**src/rtl/vec_loader.sv**
```systemverilog
// rtl/vec_loader.sv - gathers a stream of elements into one vector and issues a register-bank write
//
// Purpose: loader that accepts a command (destination index plus length), collects
// that many elements from a valid/ready stream into a vector, and then pulses a
// one-cycle write strobe towards the register bank.
//
// Optional feature: define VEC_LOADER_TIMEOUT_EN to abort a LOAD after 255 cycles
// without an element arriving (err pulse, no write).
//
// Ports:
//   clk, rst_n           clock, asynchronous active-low reset
//   cmd_valid/cmd_ready  command handshake; cmd_sel = destination, cmd_len = element count
//   s_valid/s_ready      element handshake; s_data = element value
//   vec_out[N]           assembled vector (register-bank data input)
//   vec_len, vec_sel     latched length and destination of the vector
//   write                single-cycle register-bank write strobe
//   busy                 high whenever the loader is not idle
//   err                  single-cycle pulse on a rejected or aborted load
module vec_loader #(
  parameter int BITS = 8,
  parameter int N    = 4
) (
  input  logic            clk,
  input  logic            rst_n,
  input  logic            cmd_valid,
  output logic            cmd_ready,
  input  logic [3:0]      cmd_sel,
  input  logic [7:0]      cmd_len,
  input  logic            s_valid,
  output logic            s_ready,
  input  logic [BITS-1:0] s_data,
  output logic [BITS-1:0] vec_out [N-1:0],
  output logic [7:0]      vec_len,
  output logic [3:0]      vec_sel,
  output logic            write,
  output logic            busy,
  output logic            err
);

  typedef enum logic [1:0] {
    ST_IDLE,
    ST_LOAD,
    ST_COMMIT
  } state_t;

  state_t          r_state;
  state_t          w_next;
  logic [BITS-1:0] r_vec [N-1:0];
  logic [7:0]      r_len;
  logic [3:0]      r_sel;
  logic [7:0]      r_idx;
  logic            r_err;

  logic            w_cmd_fire;
  logic            w_len_ok;
  logic            w_s_fire;
  logic            w_last;
  logic            w_timeout;

  // Commands are only looked at in IDLE; anything offered elsewhere is dropped.
  assign w_cmd_fire = cmd_valid && (r_state == ST_IDLE);
  assign w_len_ok   = (cmd_len != 8'd0) && (cmd_len <= 8'(N));
  assign w_s_fire   = s_valid && (r_state == ST_LOAD);
  assign w_last     = w_s_fire && (r_idx == (r_len - 8'd1));

`ifdef VEC_LOADER_TIMEOUT_EN
  logic [7:0] r_idle;

  always_ff @(posedge clk or negedge rst_n) begin
    if (!rst_n) begin
      r_idle <= 8'd0;
    end else if ((w_cmd_fire && w_len_ok) || w_s_fire) begin
      r_idle <= 8'd0;
    end else if ((r_state == ST_LOAD) && !s_valid) begin
      r_idle <= r_idle + 8'd1;
    end
  end

  // The 255th consecutive empty LOAD cycle is the one that would bring the count to 255.
  assign w_timeout = (r_state == ST_LOAD) && !s_valid && (r_idle == 8'd254);
`else
  assign w_timeout = 1'b0;
`endif

  always_ff @(posedge clk or negedge rst_n) begin
    if (!rst_n) begin
      r_state <= ST_IDLE;
    end else begin
      r_state <= w_next;
    end
  end

  always_comb begin
    w_next    = r_state;
    cmd_ready = 1'b0;
    s_ready   = 1'b0;
    write     = 1'b0;
    busy      = 1'b1;
    case (r_state)
      ST_IDLE: begin
        cmd_ready = 1'b1;
        busy      = 1'b0;
        if (w_cmd_fire && w_len_ok) begin
          w_next = ST_LOAD;
        end
      end
      ST_LOAD: begin
        s_ready = 1'b1;
        if (w_last) begin
          w_next = ST_COMMIT;
        end else if (w_timeout) begin
          w_next = ST_IDLE;
        end
      end
      ST_COMMIT: begin
        write  = 1'b1;
        w_next = ST_IDLE;
      end
      default: begin
        w_next = ST_IDLE;
      end
    endcase
  end

  always_ff @(posedge clk or negedge rst_n) begin
    if (!rst_n) begin
      for (int i = 0; i < N; i++) begin
        r_vec[i] <= '0;
      end
      r_len <= 8'd0;
      r_sel <= 4'd0;
      r_idx <= 8'd0;
      r_err <= 1'b0;
    end else begin
      r_err <= (w_cmd_fire && !w_len_ok) || w_timeout;
      if (w_cmd_fire && w_len_ok) begin
        // Zeroing here keeps entries beyond vec_len at zero for the whole load.
        for (int i = 0; i < N; i++) begin
          r_vec[i] <= '0;
        end
        r_len <= cmd_len;
        r_sel <= cmd_sel;
        r_idx <= 8'd0;
      end else if (w_s_fire) begin
        for (int i = 0; i < N; i++) begin
          if (r_idx == 8'(i)) begin
            r_vec[i] <= s_data;
          end
        end
        r_idx <= r_idx + 8'd1;
      end
    end
  end

  assign vec_out = r_vec;
  assign vec_len = r_len;
  assign vec_sel = r_sel;
  assign err     = r_err;

endmodule

```
**config.mk**
```make
export PLATFORM = sky130hd
export DESIGN_NAME = vec_loader
export DESIGN_NICKNAME = d
export VERILOG_FILES = /design/src/rtl/vec_loader.sv
export SDC_FILE = /design/constraint.sdc
export NUM_CORES = 1
export LEC_CHECK = 0
export BUFFER_PORTS_ARGS = -buffer_cell sky130_fd_sc_hd__buf_2
export CELL_PAD_IN_SITES_DETAIL_PLACEMENT = 1
export CELL_PAD_IN_SITES_GLOBAL_PLACEMENT = 2
export CORE_MARGIN = 2
export CORE_UTILIZATION = 31
export DETAILED_ROUTE_END_ITERATION = 10
export PLACE_DENSITY_LB_ADDON = 0.2
export SETUP_SLACK_MARGIN = 0.02
export SLEW_MARGIN = 20
export SYNTH_ARGS = -nofsm -noshare
export SYNTH_HDL_FRONTEND = slang
export SYNTH_SLANG_ARGS = --single-unit
```
**constraint.sdc**
```tcl
create_clock -name clk -period 2.12 [get_ports clk]
set_input_delay 0.53 -clock clk [delete_from_list [all_inputs] [get_ports clk]]
set_output_delay 0.53 -clock clk [all_outputs]
set_load 0.01 [all_outputs]
```
==> impl_metrics.csv <==
group,metric,value,unit
yosys,yosysMostFrequentCell,"dfrtp_1",
yosys,synth_edf_count,0,
drt,drtIter0Drc,79,
critical_path,r2r_start,"vec_len[0]",
critical_path,r2r_cells,5,
power_and_ir_drop,power.density,1154,nW/µm²
status,status,"finished clean",
sta,relSlewSlack,70.33,%
critical_path,cp-start-kind,"input port",
final_layout,num_antenna_cells,0,
critical_path,worstPathMaxFanout,10,
yosys,synth-seq-area-share,53.06,%
yosys,synthMuxAreaShare,2.171,%
floorplanning,fp.coreArea,8175,µm²
sta,hold_viol_final,0,
yosys,netlist_area,2594,µm²
critical_path,crit_required,2.31,ns
final_layout,drive_above_1_share,28.45,%
critical_path,worstPathCellList,"buf_2 > or4_4 > nor4b_2 > and3_2 > mux2_1",
drt,wl_per_cell,15.78,µm
drt,drc_errors,0,
yosys,yosysTopAreaCellShare,53.06,%
yosys,syn_nets,301,
placed_design,port-buffer-count,72,
placed_design,dpl.cell_count,445,
floorplanning,die-area,9115,µm²
yosys,syn_inst,272,
cts,cts_setup_buffers,0,
floorplanning,die_x,95.47,µm
global_routing,grt_pass1_wl,11640,µm
final_layout,area_growth,24.36,%
critical_path,end_kind,"register",
cts,cts_sinks,55,
power_and_ir_drop,p_seq_share,44.2,%
cts,clkLatencyLatePin,0.31,ns
cts,htreeDepth,2,
floorplanning,die_height,95.47,µm
power_and_ir_drop,peakVddDrop,0.3450,mV
critical_path,crit_buf_inv,1,
yosys,synth_xor_area_share,5.740,%
yosys,synth_common_cells,"dfrtp_1 (55), nand2_1 (44), a21oi_1 (35)",
power_and_ir_drop,p_leak,1.622,nW
global_routing,antenna_found_initial,0,
sta,worst_hold_slack,0.2003,ns
cts,cts_buffers,5,
drt,vias,2222,
placed_design,dp_hpwl,5182,µm
critical_path,cp_slowest_cell,"or4_4",
floorplanning,pin_count,73,
critical_path,r2r-end,"r_state[0]",
power_and_ir_drop,p_clk_share,19.2,%
drt,wirelength,7150,µm
power_and_ir_drop,power_frac_comb,36.6,%
yosys,ys_ff_latch,55,
sta,rsz0062_at_grt,"no",
sta,fmax,506.1,MHz
critical_path,cp_top_family,"simple AND/OR/NAND/NOR gates",
critical_path,r2r_setup_slack,0.16,ns
yosys,syn_area_per_cell,9.536,µm²
sta,finalCritPeriodShare,93.20,%
drt,drt_pass1_iterations,4,
drt,postRouteAntennaNets,0,
yosys,synthTopCellsByArea,"dfrtp_1 (53%), a21oi_1 (6.8%), nand2_1 (6.4%)",
cts,clkTransAtPathRegs,0.10,ns
critical_path,critPathKind,"in2reg",
cts,cts_tree,"yes",
yosys,yosysTopAreaCell,"dfrtp_1",
floorplanning,row_count,33,
global_routing,grt_util_all_layers,16.82,%
min_path,worstHoldPathType,"in2async",
sta,clock_skew,0.01365,ns
yosys,synth_compound_area_share,8.973,%
yosys,synthArstFlopShare,100.0,%
final_layout,layout.nets,376,
drt,vias_per_cell,4.905,
cts,clockBufferDepth,2,
placed_design,gp_congestion,0.7449,
cts,hold_buffers,0,
global_routing,overflow,0,
critical_path,cp.arrival,2.17,ns
sta,finalWorstPathRequiredPeriod,1.976,ns
yosys,synth_cell_types,31,
yosys,synthSimpleGateAreaFrac,23.49,%
power_and_ir_drop,total_power,3.724,mW
sta,fin_tns_setup,0,ns
cts,root_buffer,"clkbuf_8",
sta,finalSetupViolCount,0,
global_routing,grt_pass1_vias,2247,
job,cap_violations,0,
yosys,synth_fa_ha_area_share,2.412,%
yosys,synth_top_family_by_area,"simple AND/OR/NAND/NOR gates",
sta,drv_slew,0,
sta,worst_pin_slew,0.4450,ns
power_and_ir_drop,p_switching,1.384,mW
final_layout,final_cells,453,
critical_path,critical-path-max-stage-delay,0.52,ns
power_and_ir_drop,p_int,2.340,mW
global_routing,grt_max_degree,56,
floorplanning,start_util,31.73,%
power_and_ir_drop,swShare,37.16,%
yosys,synth-main-ff-cell,"dfrtp_1",
yosys,yosysWarnings,0,
[stage by stage]
step / area (µm²) / utilization (%) / setup WS (ns)
after floorplan: 2601 / - / 0.01465
after global placement: 3112 / 38.06 / -0.1429
after detailed placement: 3112 / 38.06 / -0.1953
after CTS: 3224 / 39.44 / 0.1430
after global routing: 3226 / 39.46 / 0.07269
final: 3226 / 39.46 / 0.1441
[cells in the final DEF, fill, tap and decap left out, types with 2 or more instances in the layout]
cell type	instances
a21oi_1	35
and3_1	2
and3_2	2
buf_2	72
buf_4	12
clkbuf_8	5
dfrtp_1	55
ha_1	5
inv_1	5
mux2_1	5
nand2_1	44
nand2b_1	2
nand3_1	33
nand4_1	5
nor2_1	14
nor2b_1	7
nor3_1	5
nor3b_1	2
nor4_1	2
o21ai_0	5
xnor2_1	9
xor2_1	8
[area by class of cell]
type | instances | area [µm²]
well taps | 105 | 131.4
repair buffers | 85 | 470.5
multi-input cells | 195 | 1116
flip-flops and latches | 55 | 1376
clock buffers | 5 | 68.82
clock inverters | 3 | 43.79
fillers | 989 | 4950
inverters | 5 | 18.77
[power groups by stage]
stage	clock [mW]	sequential, mW	combinational, mW
finish	0.714	1.65	1.36
global placement	0	1.66	1.36
global route	0.783	1.71	1.56
CTS	0.742	1.65	1.39
detailed placement	0	1.67	1.38
floorplan	0	1.78	0.665
[timing repair]
| action | 4_1_cts | 5_1_grt |
|---|---|---|
| setup endpoints to repair | 0 | 12 |
| hold endpoints to repair | 0 | 0 |
| resized for setup | 0 | 1 |
[layer usage]
layer	track usage (%)	vias up	share of wire, %
li1	-	1072	-
met1	23.05	1077	47
met2	26.94	68	46
met3	3.874	5	6.6
met4	4.286	0	1.0
met5	0	-	0
[worst max-delay path by stage]
| stage | from | end | slack [ns] | cells past startpoint |
|---|---|---|---|---|
| floorplan | cmd_len[6] | vec_len[2] | 0.01 | 5 |
| global route | cmd_len[6] | vec_out[21] | 0.07 | 6 |
| global placement | cmd_len[6] | vec_sel[2] | -0.14 | 5 |
| detailed placement | cmd_len[6] | vec_len[2] | -0.20 | 5 |
| CTS | cmd_len[6] | vec_len[2] | 0.14 | 5 |
| finish | cmd_len[6] | vec_len[2] | 0.14 | 5 |
[cells by family (layout without fill, tap and decap cells)]
group	count (synthesis)	after routing
AND/OR/NAND/NOR	124	124
adder cells (fa/ha/maj)	5	5
flip-flops	55	55
XOR/XNOR	17	17
multiplexers	5	5
AO/OA/AOI/OAI	44	44
buffers and inverters	22	98
[sequential cells by signal, summed over array words and instances (netlist names)]
name / cells
vec_out: 32
r_idx: 8
vec_len: 8
vec_sel: 4
r_state: 2
err: 1
Note: power is estimated with default switching activity, not from simulation.
